==> src/rtl/mem_pkg.sv <==
// mem_pkg: shared definitions for the memory-access stage.
//   - memctrl codes (RISC-V load/store funct3 encoding)
//   - FSM state type for the data-memory handshake
//   - access_ok(): alignment/legality check for one memctrl/offset pair
package mem_pkg;

  localparam logic [2:0] MC_B  = 3'b000;
  localparam logic [2:0] MC_H  = 3'b001;
  localparam logic [2:0] MC_W  = 3'b010;
  localparam logic [2:0] MC_BU = 3'b100;
  localparam logic [2:0] MC_HU = 3'b101;

  localparam int LANES = 4;

  typedef enum logic {
    IDLE = 1'b0,
    BUSY = 1'b1
  } state_t;

  // True when the access size is legal and naturally aligned at this offset.
  function automatic logic access_ok(input logic [2:0] mc, input logic [1:0] off);
    logic ok;
    case (mc)
      MC_B, MC_BU: ok = 1'b1;
      MC_H, MC_HU: ok = ~off[0];
      MC_W:        ok = (off == 2'b00);
      default:     ok = 1'b0;
    endcase
    return ok;
  endfunction

endpackage

==> src/rtl/mem_if.sv <==
// mem_if: valid/ack data-memory port.
//   master (pipeline side): req, we, addr, be, wdata out; ack, rdata in
//   slave  (memory side)  : the mirror image
// rdata is only meaningful in a cycle where ack is high.
interface mem_if #(
  parameter int WIDTH = 32
);
  logic             req;
  logic             we;
  logic [WIDTH-1:0] addr;
  logic [3:0]       be;
  logic [WIDTH-1:0] wdata;
  logic             ack;
  logic [WIDTH-1:0] rdata;

  modport master (
    output req, we, addr, be, wdata,
    input  ack, rdata
  );

  modport slave (
    input  req, we, addr, be, wdata,
    output ack, rdata
  );
endinterface

==> src/rtl/mem_align.sv <==
// mem_align: purely combinational byte-lane logic for the memory stage.
//   memctrl   in  3      funct3 of the load/store
//   memop     in  1      a load or store is present
//   is_store  in  1      access is a write (wins over read)
//   addr_lo   in  2      byte offset within the word
//   wdata_in  in  WIDTH  store data from the register file
//   rdata     in  WIDTH  word returned by memory
//   be        out 4      byte enables (all ones for loads)
//   wdata     out WIDTH  store data replicated onto every lane
//   load_data out WIDTH  extracted and extended load value
//   bad       out 1      illegal or misaligned access
// Only WIDTH=32 is meaningful: the lane logic is fixed at four bytes.
module mem_align
  import mem_pkg::*;
#(
  parameter int WIDTH = 32
) (
  input  logic [2:0]       memctrl,
  input  logic             memop,
  input  logic             is_store,
  input  logic [1:0]       addr_lo,
  input  logic [WIDTH-1:0] wdata_in,
  input  logic [WIDTH-1:0] rdata,
  output logic [3:0]       be,
  output logic [WIDTH-1:0] wdata,
  output logic [WIDTH-1:0] load_data,
  output logic             bad
);

  logic [7:0]  byte_sel;
  logic [15:0] half_sel;

  assign bad = memop & ~access_ok(memctrl, addr_lo);

  // Replication means the memory can take any lane without a shifter:
  // lane gi carries byte 0 (SB), byte gi%2 (SH) or byte gi (SW).
  genvar gi;
  generate
    for (gi = 0; gi < LANES; gi++) begin : g_lane
      always_comb begin
        case (memctrl[1:0])
          2'b00:   wdata[8*gi +: 8] = wdata_in[7:0];
          2'b01:   wdata[8*gi +: 8] = wdata_in[8*(gi%2) +: 8];
          default: wdata[8*gi +: 8] = wdata_in[8*gi +: 8];
        endcase
      end
    end
  endgenerate

  always_comb begin
    be = 4'b1111;
    if (is_store) begin
      case (memctrl[1:0])
        2'b00:   be = 4'b0001 << addr_lo;
        2'b01:   be = 4'b0011 << addr_lo;
        default: be = 4'b1111;
      endcase
    end
  end

  always_comb begin
    byte_sel = rdata[8*addr_lo +: 8];
    half_sel = rdata[16*addr_lo[1] +: 16];
    case (memctrl)
      MC_B:    load_data = {{(WIDTH-8){byte_sel[7]}}, byte_sel};
      MC_BU:   load_data = {{(WIDTH-8){1'b0}}, byte_sel};
      MC_H:    load_data = {{(WIDTH-16){half_sel[15]}}, half_sel};
      MC_HU:   load_data = {{(WIDTH-16){1'b0}}, half_sel};
      default: load_data = rdata;
    endcase
  end

endmodule

==> src/rtl/mem_stage.sv <==
// mem_stage: memory-access stage of the pipelined RV32 core.
//   clk, rst_n            clock, asynchronous active-low reset
//   *M inputs             M-stage control/data from the EX/MEM register
//   dmem (mem_if.master)  valid/ack data-memory port with byte steering
//   stallM                holds PC, IF/ID, ID/EX, EX/MEM while an access waits
//   *W outputs            MEM/WB pipeline register; excW flags a bad access
// The bus request is a function of the held M inputs, so address, enables
// and data stay stable for as long as the access is outstanding.
module mem_stage
  import mem_pkg::*;
#(
  parameter int WIDTH = 32
) (
  input  logic             clk,
  input  logic             rst_n,
  input  logic             regwriteM,
  input  logic [1:0]       resultsrcM,
  input  logic             memwriteM,
  input  logic             memreadM,
  input  logic [2:0]       memctrlM,
  input  logic [WIDTH-1:0] aluresultM,
  input  logic [WIDTH-1:0] writedataM,
  input  logic [4:0]       rdM,
  input  logic [WIDTH-1:0] pcplus4M,
  mem_if.master            dmem,
  output logic             stallM,
  output logic             regwriteW,
  output logic [1:0]       resultsrcW,
  output logic [4:0]       rdW,
  output logic [WIDTH-1:0] aluresultW,
  output logic [WIDTH-1:0] readdataW,
  output logic [WIDTH-1:0] pcplus4W,
  output logic             excW
);

  state_t           state_reg, state_next;
  logic             memop;
  logic             bad;
  logic             load_en;
  logic             req;
  logic [3:0]       be;
  logic [WIDTH-1:0] wdata;
  logic [WIDTH-1:0] load_data;

  assign memop   = memreadM | memwriteM;
  // A simultaneous read+write is a store, so it never returns load data.
  assign load_en = memreadM & ~memwriteM & ~bad;

  mem_align #(
    .WIDTH (WIDTH)
  ) u_align (
    .memctrl   (memctrlM),
    .memop     (memop),
    .is_store  (memwriteM),
    .addr_lo   (aluresultM[1:0]),
    .wdata_in  (writedataM),
    .rdata     (dmem.rdata),
    .be        (be),
    .wdata     (wdata),
    .load_data (load_data),
    .bad       (bad)
  );

  // ---------------- FSM: state register ----------------
  always_ff @(posedge clk or negedge rst_n) begin
    if (!rst_n) begin
      state_reg <= IDLE;
    end else begin
      state_reg <= state_next;
    end
  end

  // ---------------- FSM: next state ----------------
  always_comb begin
    state_next = state_reg;
    case (state_reg)
      IDLE:    if (req && !dmem.ack) state_next = BUSY;
      BUSY:    if (dmem.ack)         state_next = IDLE;
      default: state_next = IDLE;
    endcase
  end

  // ---------------- FSM: outputs ----------------
  // rst_n gates the request so it drops together with the state when reset
  // hits mid-access, even though the M inputs are still being held.
  always_comb begin
    req    = rst_n & memop & ~bad;
    stallM = req & ~dmem.ack;
  end

  assign dmem.req   = req;
  assign dmem.we    = memwriteM;
  assign dmem.addr  = {aluresultM[WIDTH-1:2], 2'b00};
  assign dmem.be    = be;
  assign dmem.wdata = wdata;

  // ---------------- MEM/WB register ----------------
  // A stall cycle inserts a bubble: only the write-enable and exception
  // flag are forced low, the data fields simply hold.
  always_ff @(posedge clk or negedge rst_n) begin
    if (!rst_n) begin
      regwriteW  <= 1'b0;
      resultsrcW <= '0;
      rdW        <= '0;
      aluresultW <= '0;
      readdataW  <= '0;
      pcplus4W   <= '0;
      excW       <= 1'b0;
    end else if (stallM) begin
      regwriteW  <= 1'b0;
      excW       <= 1'b0;
    end else begin
      regwriteW  <= regwriteM & ~bad;
      resultsrcW <= resultsrcM;
      rdW        <= rdM;
      aluresultW <= aluresultM;
      readdataW  <= load_en ? load_data : '0;
      pcplus4W   <= pcplus4M;
      excW       <= bad;
    end
  end

endmodule

==> src/flat_wrapper.sv <==
// flat-port wrapper written by rule: the top's interface ports become plain ports
module mem_stage_flat import mem_pkg::*;
#(
  parameter int WIDTH = 32
)
  (clk, rst_n, regwriteM, resultsrcM, memwriteM, memreadM, memctrlM, aluresultM, writedataM, rdM, pcplus4M, stallM, regwriteW, resultsrcW, rdW, aluresultW, readdataW, pcplus4W, excW, dmem_req, dmem_we, dmem_addr, dmem_be, dmem_wdata, dmem_ack, dmem_rdata);
  mem_if #(.WIDTH(WIDTH)) dmem_i ();
  input  logic clk;
  input  logic rst_n;
  input  logic regwriteM;
  input  logic [1:0] resultsrcM;
  input  logic memwriteM;
  input  logic memreadM;
  input  logic [2:0] memctrlM;
  input  logic [WIDTH-1:0] aluresultM;
  input  logic [WIDTH-1:0] writedataM;
  input  logic [4:0] rdM;
  input  logic [WIDTH-1:0] pcplus4M;
  output logic stallM;
  output logic regwriteW;
  output logic [1:0] resultsrcW;
  output logic [4:0] rdW;
  output logic [WIDTH-1:0] aluresultW;
  output logic [WIDTH-1:0] readdataW;
  output logic [WIDTH-1:0] pcplus4W;
  output logic excW;
  output wire logic [$bits(dmem_i.req)-1:0] dmem_req;
  output wire logic [$bits(dmem_i.we)-1:0] dmem_we;
  output wire logic [$bits(dmem_i.addr)-1:0] dmem_addr;
  output wire logic [$bits(dmem_i.be)-1:0] dmem_be;
  output wire logic [$bits(dmem_i.wdata)-1:0] dmem_wdata;
  input wire logic [$bits(dmem_i.ack)-1:0] dmem_ack;
  input wire logic [$bits(dmem_i.rdata)-1:0] dmem_rdata;
  assign dmem_req = dmem_i.req;
  assign dmem_we = dmem_i.we;
  assign dmem_addr = dmem_i.addr;
  assign dmem_be = dmem_i.be;
  assign dmem_wdata = dmem_i.wdata;
  assign dmem_i.ack = dmem_ack;
  assign dmem_i.rdata = dmem_rdata;
  mem_stage #(.WIDTH(WIDTH)) u_core (.clk(clk), .rst_n(rst_n), .regwriteM(regwriteM), .resultsrcM(resultsrcM), .memwriteM(memwriteM), .memreadM(memreadM), .memctrlM(memctrlM), .aluresultM(aluresultM), .writedataM(writedataM), .rdM(rdM), .pcplus4M(pcplus4M), .dmem(dmem_i), .stallM(stallM), .regwriteW(regwriteW), .resultsrcW(resultsrcW), .rdW(rdW), .aluresultW(aluresultW), .readdataW(readdataW), .pcplus4W(pcplus4W), .excW(excW));
endmodule
==> config.mk <==
export PLATFORM = sky130hd
export DESIGN_NAME = mem_stage_flat
export DESIGN_NICKNAME = d
export VERILOG_FILES = /design/src/rtl/mem_pkg.sv /design/src/rtl/mem_if.sv /design/src/rtl/mem_align.sv /design/src/rtl/mem_stage.sv /design/src/flat_wrapper.sv
export SDC_FILE = /design/constraint.sdc
export NUM_CORES = 1
export LEC_CHECK = 0
export CAP_MARGIN = 25
export CORE_AREA = 2 2 125 127
export CTS_CLUSTER_SIZE = 16
export DETAILED_ROUTE_END_ITERATION = 10
export DIE_AREA = 0 0 127 129
export PLACE_DENSITY = 0.76
export SLEW_MARGIN = 0
export SYNTH_ARGS = -nofsm -noshare
export SYNTH_HDL_FRONTEND = slang
export SYNTH_SLANG_ARGS = --single-unit
==> constraint.sdc <==
create_clock -name clk -period 1.91 [get_ports clk]
set_input_delay 0.2865 -clock clk [delete_from_list [all_inputs] [get_ports clk]]
set_output_delay 0.2865 -clock clk [all_outputs]
set_load 0.05 [all_outputs]
Yosys cells after proc, flatten, opt, wreduce, memory -nomap -nowiden --
Index checks and enable logic that the tools add are counted.
Cells by class: bitwise gates (word level) 13, reductions and logical operators 6, shift-type cells 4, muxes and demuxes 10, equal/unequal tests 5
Operators with widths (number):
- 32-bit case mux with 4 select lines | 1
- 32-bit 2-to-1 mux | 1
- 32-bit by 6-bit variable part select with 16-bit output | 1
- 32-bit by 6-bit variable part select with 8-bit output | 1
- 8-bit 2-to-1 mux | 2
- 8-bit case mux with 2 select lines | 1
- 4-bit case mux with 2 select lines | 1
- 1-bit bitwise AND | 7
- 3-bit equality test (second input constant) | 2
- 2-bit OR reduction | 3
- 1-bit NOT | 5
- 2-bit logical NOT | 2
- 4-bit 2-to-1 mux | 1
- 1-bit by 2-bit << shifter with 4-bit output (first input constant) | 1
- 2-bit by 2-bit << shifter with 4-bit output (first input constant) | 1
- 3-bit by 1-bit equality test with 1-bit output (second input constant) | 1
- 3-bit by 2-bit equality test with 1-bit output (second input constant) | 1
- 3-bit logical NOT | 1
- 1-bit case mux with 3 select lines | 1
- 2-bit by 1-bit equality test with 1-bit output (second input constant) | 1
- 1-bit 2-to-1 mux | 2
- 1-bit bitwise OR | 1
Storage, ports and cells: input bits 144, register bits after elaboration 105

Depth between registers and ports, before layout --
Gate-level depths: netlist (run 1).
depth after elaboration 9, mapped depth 7, mapped depth without buffers 4

Hierarchy --
A second synthesis (run 1) with hierarchy kept.
Second synthesis, totals: cell total of the unflattened synthesis 520, area total of the unflattened synthesis 5610.4 um^2
Modules (own cells, without submodules):
- mem_stage | sequential area each 2627.5 um^2, cells each 327, area each 4377.9 um^2, times used 1
- mem_align | sequential area each 0.0 um^2, cells each 193, area each 1232.4 um^2, times used 1

Worst setup path after synthesis (run 1) --
No wires, ideal clock.
path kind input-to-output, start point input memctrlM[0], end point output dmem_wdata[24], data arrival time 2.156 ns, setup slack -0.533 ns, buffers on the path 3, cell stages on the path 5, required time 1.623 ns, cells stage by stage clkbuf_1 -> buf_2 -> buf_2 -> mux2i_1 -> o21ai_0
On the way: longest elaborated chain between the ends 2, elaborated cells between the ends (all ways) 3, classes of those cells eq/ne: 1; mux: 1; reduce/logical: 1
RTL lines:
- start: declaration | RTL line flat_wrapper.sv:14 | input logic [2:0] memctrlM;
- 2-bit by 1-bit equality test with 1-bit output / 2-bit logical NOT (equally long branches) | RTL line mem_align.sv:41 | case (memctrl[1:0])
- 8-bit case mux with 2 select lines * | RTL line mem_align.sv:41
- end: declaration | RTL line flat_wrapper.sv:31 | output wire logic [$bits(dmem_i.wdata)-1:0] dmem_wdata;
Every way passes the cells marked *; elsewhere a longest branch is shown, timed or not.

Worst setup path after layout (run 1) --
start point input memreadM, end point output stallM
On the way: longest elaborated chain between the ends 5, elaborated cells between the ends (all ways) 6, classes of those cells bitwise: 6
RTL lines:
- start: declaration | RTL line flat_wrapper.sv:13 | input logic memreadM;
- 1-bit bitwise OR * | RTL line mem_stage.sv:45 | assign memop = memreadM | memwriteM;
- 1-bit bitwise AND | RTL line mem_align.sv:33 | assign bad = memop & ~access_ok(memctrl, addr_lo);
- 1-bit NOT | RTL line mem_stage.sv:87 | req = rst_n & memop & ~bad;
- 1-bit bitwise AND * | RTL line mem_stage.sv:87
- 1-bit bitwise AND * | RTL line mem_stage.sv:88 | stallM = req & ~dmem.ack;
- end: declaration | RTL line flat_wrapper.sv:19 | output logic stallM;
Marks and branches as above.

==> results of run 1 <==
-- metal layers --
| metal | track usage [%] | wire, µm | vias to the layer above | part of all wire [%] |
|---|---|---|---|---|
| li1 | - | - | 2151 | - |
| met1 | 24.3 | 6840 | 2210 | 37 |
| met2 | 41.7 | 9910 | 239 | 53 |
| met3 | 5.95 | 1500 | 21 | 8.1 |
| met4 | 6.79 | 307 | 2 | 1.7 |
| met5 | 0 | 12 | - | 0.065 |
-- path summary, 6_finish.rpt --
path,start,end,slack [ns],cells after the start
max,memreadM,stallM,0.05,6
min,rst_n,u_core.readdataW[21]$_DFFE_PN0N_,0.02,2
max reg2reg,u_core.aluresultW[29]$_DFFE_PN0N_,u_core.aluresultW[29]$_DFFE_PN0N_,1.12,1
min reg2reg,u_core.readdataW[5]$_DFFE_PN0N_,u_core.readdataW[5]$_DFFE_PN0N_,0.49,2
max in group asynchronous,rst_n,u_core.pcplus4W[3]$_DFFE_PN0N_,1.40,2
min in group clk,u_core.readdataW[5]$_DFFE_PN0N_,u_core.readdataW[5]$_DFFE_PN0N_,0.49,2
-- power groups by stage --
stage                     sequential (mW)  clock (mW)  combinational (mW)
final                                2.40        1.73                2.27
after global routing                 2.42        1.87                2.36
after CTS                            2.40        1.79                2.29
after global placement               2.44           0                2.24
after floorplan                      2.87           0               0.760
after detailed placement             2.45           0                2.26
-- worst max-delay path: stages --
cell             delay [ns]
clkdlybuf4s50_1        0.51
nor2_2                 0.08
nor4b_4                0.28
buf_4                  0.17
buf_8                  0.11
buf_12                 0.13
-- logic make-up after synthesis --
| kind of cell | share of synthesized area (%) |
|---|---|
| multiplexers | 20.9 |
| buffers and inverters | 8.92 |
| AO/OA/AOI/OAI | 13.6 |
| other | 0.0713 |
| flip-flops | 49.9 |
| AND/OR/NAND/NOR | 6.54 |
-- area by class of cell --
cell class	instances	area [µm²]
fillers	1166	5500
well taps	188	235
flip-flops and latches	105	2630
clock inverters	7	53.8
repair buffers	363	4110
inverters	2	7.51
multi-input cells	262	2220
clock buffers	9	225
-- cells in the mapped netlist, types with 2 or more instances --
cell type | n | area, µm²
o21a_1 | 2 | 15.0
buf_6 | 2 | 22.5
a32o_1 | 6 | 60.1
mux2_2 | 83 | 935
mux2i_1 | 10 | 100
a21oi_1 | 10 | 50.1
clkbuf_1 | 14 | 52.6
or3_1 | 7 | 43.8
mux2_1 | 4 | 45.0
nand2_1 | 26 | 97.6
inv_1 | 2 | 7.51
o21ai_0 | 21 | 105
nor2b_1 | 4 | 25.0
a211oi_1 | 6 | 45.0
and3b_1 | 8 | 70.1
a21o_1 | 16 | 120
o31ai_1 | 7 | 52.6
nand2b_1 | 3 | 18.8
a22o_1 | 17 | 149
buf_4 | 43 | 323
dfrtp_1 | 105 | 2630
buf_2 | 12 | 60.1
nor2_1 | 12 | 45.0
a211o_1 | 7 | 61.3
-- flip-flops by register name (all words and copies together) (netlist names) --
name,flops
u_core.aluresultW,32
u_core.excW,1
u_core.pcplus4W,32
u_core.rdW,5
u_core.readdataW,32
u_core.regwriteW,1
u_core.resultsrcW,2
-- repair_timing --
item,4_1_cts,5_1_grt
endpoints found under the setup margin,114,8
pin swaps,3,1
cloned,2,0
setup buffers,4,0
gates resized for setup,8,5
==> impl_metrics.env, run 1 <==
export IMPL_max_freq_mhz=539
export IMPL_cts_hold_buf=0
export IMPL_ys_warn_count=0
export IMPL_cts_max_level=3
export IMPL_seqPwrFrac_pct=37.5
export IMPL_dieArea_um2=16400
export IMPL_antenna_found_initial=1
export IMPL_final_area_um2=9470
export IMPL_cts_tree="yes"
export IMPL_worst_setup_path_start_kind="input pin"
export IMPL_crit_type="in2out"
export IMPL_async_reset_ff_share_pct=100
export IMPL_cts_buffers_inserted=9
export IMPL_power_leakage_nw=4.15
export IMPL_preCtsSetupSlack_ns=-0.493
export IMPL_synth_edf_count=0
export IMPL_ys_flop_type="dfrtp_1"
export IMPL_vias_per_cell=4.94
export IMPL_setup_ws_ns=0.0548
export IMPL_ir_drop_uv=462
export IMPL_n_antenna_cell=0
export IMPL_initialDrtViolationCount=178
export IMPL_placed_area_um2=9080
export IMPL_root_buffer="clkbuf_16"
export IMPL_gp_congestion=0.855
export IMPL_postSynthCellCount=440
export IMPL_coreArea_um2=15000
export IMPL_p_sw_mw=2.16
export IMPL_grt_pass1_vias=4975
export IMPL_wire_per_inst_um=19.8
export IMPL_swShare_pct=33.8
export IMPL_area_growth_pct=80.0
export IMPL_report_final_hold_viol_count=0
export IMPL_num_io_pins=320
export IMPL_rsz0062_at_grt="false"
export IMPL_yosysUniqueCellTypes=37
export IMPL_hpwl_um=14900
export IMPL_vias=4623
export IMPL_min_path_type="in2async"
export IMPL_die_y_um=129
export IMPL_ys_ff_latch=105
export IMPL_grt_start_max_net_pins=106
export IMPL_die_w_um=127
export IMPL_seq_area_frac_synth_pct=49.9
export IMPL_layout_cells_non_filler=936
export IMPL_grt_pass1_wl_um=27900
export IMPL_hold_ws_ns=0.0181
export IMPL_dp_cells=914
export IMPL_grt_ovfl_total=0
export IMPL_maxSlewHeadroom_pct=31.2
export IMPL_fin_setup_tns_ns=0
export IMPL_totalWireLength_um=18600
export IMPL_fin_crit_sh_pct=97.1
export IMPL_firstDrtPassIters=4
export IMPL_critPathArrivalTime_ns=1.57
export IMPL_combPwrFrac_pct=35.4
export IMPL_finalPower_mw=6.40
export IMPL_cap_violations=0
export IMPL_cp_max_fo=3
export IMPL_finalCriticalPeriod_ns=1.86
export IMPL_p_clk_share_pct=27.1
export IMPL_clk_pin_slew_ns=0.07
export IMPL_cts_sinks=105
export IMPL_final_cell_mix="clkdlybuf4s50_1, dfrtp_1, mux2_2"
export IMPL_initial_core_util_pct=35.1
export IMPL_setup_viol=0
export IMPL_slew_viol_final=0
export IMPL_drcViolationCount=0
export IMPL_power_density_nw_per_um2=676
export IMPL_clock_latency_ns=0.34
export IMPL_fin_nets=887
export IMPL_layout_commonest_cell="clkdlybuf4s50_1"
export IMPL_avgSynthCellArea_um2=12.0
export IMPL_synth_area_um2=5260
export IMPL_io_buffers=317
export IMPL_rows=45
export IMPL_grt_use_total_pct=22.1
export IMPL_required_ns=1.62
export IMPL_cts_buffer_depth=2
export IMPL_ant_nets=0
export IMPL_tightestPinTransition_ns=1.03
export IMPL_fin_skew_ns=0
export IMPL_final_util_pct=63.2
export IMPL_internal_power_mw=4.24
export IMPL_drive_above_1_share_pct=33.6
export IMPL_cp_end_kind="output pin"
export IMPL_status="complete, no violations"
No activity file was read; power rests on OpenSTA's default activity.
==> inputs of run 2 (changes only) <==
--- a/config.mk
+++ b/config.mk
@@ -6,11 +6,13 @@
 export NUM_CORES = 1
 export LEC_CHECK = 0
 export CAP_MARGIN = 25
-export CORE_AREA = 2 2 125 127
+export CELL_PAD_IN_SITES_DETAIL_PLACEMENT = 0
+export CELL_PAD_IN_SITES_GLOBAL_PLACEMENT = 1
+export CORE_MARGIN = 2
+export CORE_UTILIZATION = 28
 export CTS_CLUSTER_SIZE = 16
 export DETAILED_ROUTE_END_ITERATION = 10
-export DIE_AREA = 0 0 127 129
-export PLACE_DENSITY = 0.76
+export PLACE_DENSITY_LB_ADDON = 0.1
 export SLEW_MARGIN = 0
 export SYNTH_ARGS = -nofsm -noshare
 export SYNTH_HDL_FRONTEND = slang
==> run 2 against run 1 <==
Compared with the run above:
- die area up 22%
- utilization down 12 points
- cell count up 5.4%
- clock skew unchanged
- maximum frequency down 0.17%
- design area up 0.86%
- register-to-register slack about the same
- sequential power about the same
- sequential cell count unchanged
- sequential share of layout area down 0.24 points
- critical path type unchanged
==> impl_metrics.env, run 2 (synthesized netlist as in run 1, its figures left out) <==
export IMPL_gp_congestion=0.817
export IMPL_vias_per_cell=4.64
export IMPL_clk_pin_slew_ns=0.08
export IMPL_cp_max_fo=14
export IMPL_num_io_pins=320
export IMPL_cts_sinks=105
export IMPL_tightestPinTransition_ns=1.04
export IMPL_min_path_type="in2async"
export IMPL_clock_latency_ns=0.35
export IMPL_cts_buffer_depth=2
export IMPL_cts_hold_buf=0
export IMPL_area_growth_pct=81.6
export IMPL_fin_skew_ns=0
export IMPL_dieArea_um2=19900
export IMPL_vias=4576
export IMPL_required_ns=1.62
export IMPL_antenna_found_initial=1
export IMPL_cts_max_level=3
export IMPL_initialDrtViolationCount=143
export IMPL_grt_pass1_wl_um=26900
export IMPL_crit_type="in2out"
export IMPL_cts_buffers_inserted=9
export IMPL_hpwl_um=14300
export IMPL_final_cell_mix="clkdlybuf4s50_1, dfrtp_1, mux2_2"
export IMPL_dp_cells=967
export IMPL_power_leakage_nw=4.19
export IMPL_finalPower_mw=6.53
export IMPL_drcViolationCount=0
export IMPL_finalCriticalPeriod_ns=1.86
export IMPL_r2r_setup_slack_ns=1.12
export IMPL_rows=50
export IMPL_fin_crit_sh_pct=97.3
export IMPL_fin_nets=891
export IMPL_maxSlewHeadroom_pct=30.2
export IMPL_cp_end_kind="output pin"
export IMPL_grt_pass1_vias=4738
export IMPL_max_freq_mhz=538
export IMPL_io_buffers=317
export IMPL_grt_ovfl_total=0
export IMPL_firstDrtPassIters=4
export IMPL_grt_use_total_pct=17.4
export IMPL_rsz0062_at_grt="true"
export IMPL_cts_tree="yes"
export IMPL_report_final_hold_viol_count=0
export IMPL_totalWireLength_um=17800
export IMPL_initial_core_util_pct=28.3
export IMPL_setup_ws_ns=0.0516
export IMPL_wire_per_inst_um=18.0
export IMPL_drive_above_1_share_pct=33.8
export IMPL_critPathArrivalTime_ns=1.57
export IMPL_layout_cells_non_filler=987
export IMPL_status="complete, no violations"
export IMPL_reg_largest_list="u_core.aluresultW x32, u_core.pcplus4W x32, u_core.readdataW x32"
export IMPL_root_buffer="clkbuf_16"
export IMPL_preCtsSetupSlack_ns=-0.482
export IMPL_ir_drop_uv=428
export IMPL_layout_commonest_cell="clkdlybuf4s50_1"
export IMPL_ant_nets=0
export IMPL_slew_viol_final=0
export IMPL_coreArea_um2=18600
export IMPL_power_density_nw_per_um2=683
export IMPL_die_y_um=141
export IMPL_worst_setup_path_start_kind="input pin"
export IMPL_die_w_um=141
export IMPL_grt_start_max_net_pins=64
export IMPL_fin_setup_tns_ns=0
export IMPL_setup_viol=0
export IMPL_cap_violations=0
==> run 2: metrics by stage <==
stage	instance area (µm²)	utilization [%]	hold WS [ns]
after floorplan	5300	-	-0.00909
after global placement	9180	49.4	0.429
after detailed placement	9180	49.4	0.430
after CTS	9520	51.2	0.0614
after global routing	9550	51.4	0.0974
final	9550	51.4	0.0481
==> run 2: critical path, stage by stage <==
cell           delay [ns]
dlygate4sd2_1        0.31
buf_6                0.18
nor2_4               0.11
buf_12               0.14
mux2_2               0.34
buf_4                0.19
==> run 2: cell type report <==
type	instances	area (µm²)
Sequential cell	105	2630
Clock inverter	6	70.1
Timing Repair Buffer	367	4090
Antenna cell	1	2.50
Clock buffer	10	239
Fill cell	1674	9030
Inverter	2	7.51
Tap cell	234	293
Multi-Input combinational cell	262	2230
==> run 2: where the power goes <==
part           switching (mW)  total, mW  internal (mW)  leakage [nW]
registers              0.0576       2.40           2.34          1.30
logic                    1.24       2.24          0.996          2.75
clock network           0.927       1.89          0.963         0.151
total                    2.23       6.53           4.30          4.19
==> run 2: layer usage <==
metal  wire (µm)  track usage [%]
met1        7280             21.8
met2        8750             29.0
met3        1470             5.74
met4         284             4.58
met5           0                0
==> run 2: path summary, 6_finish.rpt <==
| kind | endpoint | depth (start not counted) | startpoint |
|---|---|---|---|
| setup reg to reg | u_core.aluresultW[30]$_DFFE_PN0N_ | 1 | u_core.aluresultW[30]$_DFFE_PN0N_ |
| min in group clk | u_core.excW$_DFF_PN0_ | 3 | memwriteM |
| setup / recovery | dmem_wdata[13] | 6 | memctrlM[0] |
| hold / removal | u_core.aluresultW[0]$_DFFE_PN0N_ | 2 | rst_n |
| hold reg to reg | u_core.readdataW[2]$_DFFE_PN0N_ | 2 | u_core.readdataW[2]$_DFFE_PN0N_ |
| max in group asynchronous | u_core.readdataW[20]$_DFFE_PN0N_ | 3 | rst_n |
==> run 2: timing repair <==
item / CTS / global route
pin swaps: 2 / 2
gates resized for setup: 5 / 10
endpoints found under the setup margin: 118 / 46
setup buffers: 3 / 0
==> inputs of run 3 (changes only) <==
--- a/config.mk
+++ b/config.mk
@@ -13,6 +13,7 @@
 export CTS_CLUSTER_SIZE = 16
 export DETAILED_ROUTE_END_ITERATION = 10
 export PLACE_DENSITY_LB_ADDON = 0.1
+export REMOVE_ABC_BUFFERS = 1
 export SLEW_MARGIN = 0
 export SYNTH_ARGS = -nofsm -noshare
 export SYNTH_HDL_FRONTEND = slang
==> run 3 against run 2 <==
Compared with the run above:
- sequential share of layout area grew 0.065 points
- sequential cell count is the same
- global-route usage grew 0.45 points
- combinational power is essentially flat
- design area shrank 0.24%
- routed wire length grew 0.72%
- worst hold slack gained 0.096 ns
- maximum frequency grew 0.55%
- utilization shrank 0.12 points
- clock skew is the same
- clock power grew 4%
==> impl_metrics.env, run 3 (synthesized netlist as in run 1, its figures left out) <==
export IMPL_initial_core_util_pct=28.3
export IMPL_status="complete, no violations"
export IMPL_dieArea_um2=19900
export IMPL_fillers=1626
export IMPL_fin_crit_sh_pct=96.8
export IMPL_critPathArrivalTime_ns=1.56
export IMPL_drive_above_1_share_pct=32.0
export IMPL_final_area_um2=9530
export IMPL_grt_use_total_pct=17.9
export IMPL_setup_viol=0
export IMPL_grt_ovfl_total=0
export IMPL_max_freq_mhz=541
export IMPL_coreArea_um2=18600
export IMPL_root_buffer="clkbuf_16"
export IMPL_rows=50
export IMPL_setup_ws_ns=0.0617
export IMPL_maxSlewHeadroom_pct=60.1
export IMPL_min_path_type="in2async"
export IMPL_tightestPinTransition_ns=0.598
export IMPL_reg_largest_list="u_core.aluresultW x32, u_core.pcplus4W x32, u_core.readdataW x32"
export IMPL_io_buffers=317
export IMPL_die_y_um=141
export IMPL_power_density_nw_per_um2=693
export IMPL_gp_congestion=0.785
export IMPL_cts_sinks=105
export IMPL_slew_viol_final=0
export IMPL_layout_commonest_cell="clkdlybuf4s50_1"
export IMPL_antenna_found_initial=1
export IMPL_rsz0062_at_grt="false"
export IMPL_report_final_hold_viol_count=0
export IMPL_initialDrtViolationCount=182
export IMPL_p_sw_mw=2.11
export IMPL_wire_per_inst_um=18.3
export IMPL_cp_max_fo=4
export IMPL_layout_cells_non_filler=978
export IMPL_final_cell_mix="clkdlybuf4s50_1, dfrtp_1, mux2_2"
export IMPL_ant_nets=0
export IMPL_worst_setup_path_start_kind="input pin"
export IMPL_combPwrFrac_pct=34.0
export IMPL_hpwl_um=14400
export IMPL_drcViolationCount=0
export IMPL_cts_tree="yes"
export IMPL_internal_power_mw=4.49
export IMPL_grt_pass1_vias=4807
export IMPL_final_util_pct=51.3
export IMPL_ir_drop_uv=351
export IMPL_seqPwrFrac_pct=36.3
export IMPL_finalCriticalPeriod_ns=1.85
export IMPL_preCtsSetupSlack_ns=-0.421
export IMPL_vias=4592
export IMPL_dp_cells=959
export IMPL_p_clk_share_pct=29.7
export IMPL_clock_latency_ns=0.35
export IMPL_crit_type="in2out"
export IMPL_cts_buffers_inserted=9
export IMPL_placed_area_um2=9160
export IMPL_grt_pass1_wl_um=27300
export IMPL_fin_skew_ns=0
export IMPL_cts_max_level=3
export IMPL_clk_pin_slew_ns=0.07
export IMPL_cp_end_kind="output pin"
export IMPL_grt_start_max_net_pins=46
export IMPL_power_leakage_nw=4.16
export IMPL_totalWireLength_um=17900
export IMPL_vias_per_cell=4.70
export IMPL_required_ns=1.62
export IMPL_cts_buffer_depth=2
export IMPL_area_growth_pct=81.1
export IMPL_swShare_pct=32.0
export IMPL_num_io_pins=320
export IMPL_die_w_um=141
export IMPL_cap_violations=0
export IMPL_n_antenna_cell=0
export IMPL_fin_nets=884
export IMPL_firstDrtPassIters=4
[run 3: what timing repair did]
action,4_1_cts,5_1_grt
hold buffers,0,0
gates resized for setup,6,7
pin swaps,2,2
setup buffers,3,1
setup endpoints to repair,56,21
[run 3: critical path, cell delays in order]
cell and delay (ns):
dlygate4sd2_1 0.30, o31ai_2 0.27, nor4b_4 0.29, buf_6 0.16, buf_12 0.11, buf_12 0.13
[run 3: metrics by stage]
step / power (mW) / setup TNS, ns / hold slack, ns
floorplan: 3.35 / -289.52 / -0.00909
detailed placement: 4.70 / -39.83 / 0.468
finish: 6.61 / 0 / 0.144
global placement: 4.67 / -34.79 / 0.467
CTS: 6.70 / 0 / 0.149
global route: 6.89 / 0 / 0.192
[run 3: layout make-up]
class	instances	area (µm²)	area share, %
Timing Repair Buffer	360	4100	43.0
Sequential cell	105	2630	27.6
Multi-Input combinational cell	262	2190	23.0
Tap cell	234	293	3.07
Clock buffer	11	233	2.44
Clock inverter	4	76.3	0.801
Inverter	2	7.51	0.0788
[run 3: path summary, 6_finish.rpt]
check	from	endpoint	slack, ns	cells after the start
worst max-delay path	aluresultM[1]	stallM	0.06	6
worst min-delay path	rst_n	u_core.aluresultW[7]$_DFFE_PN0N_	0.14	2
worst min register to register	u_core.readdataW[2]$_DFFE_PN0N_	u_core.readdataW[2]$_DFFE_PN0N_	0.48	2
min in group clk	memreadM	u_core.excW$_DFF_PN0_	0.42	3
worst max register to register	u_core.aluresultW[28]$_DFFE_PN0N_	u_core.aluresultW[28]$_DFFE_PN0N_	1.13	1
max in group asynchronous	rst_n	u_core.pcplus4W[1]$_DFFE_PN0N_	0.89	3
[run 3: metal layers]
metal  vias up  global-route usage [%]  wire [µm]
li1       2137                       -          -
met1      2234                    21.1       7130
met2       205                    31.3       9210
met3        16                    5.43       1290
met4         0                    5.21        295
met5         -                       0          0
[run 3: power groups by stage]
stage	combinational, mW	clock [mW]	sequential [mW]
6_report	2.24	1.96	2.40
5_1_grt	2.34	2.13	2.41
4_1_cts	2.26	2.04	2.40
3_5_place_dp	2.25	0	2.44
3_3_place_gp	2.24	0	2.44
2_1_floorplan	0.487	0	2.87
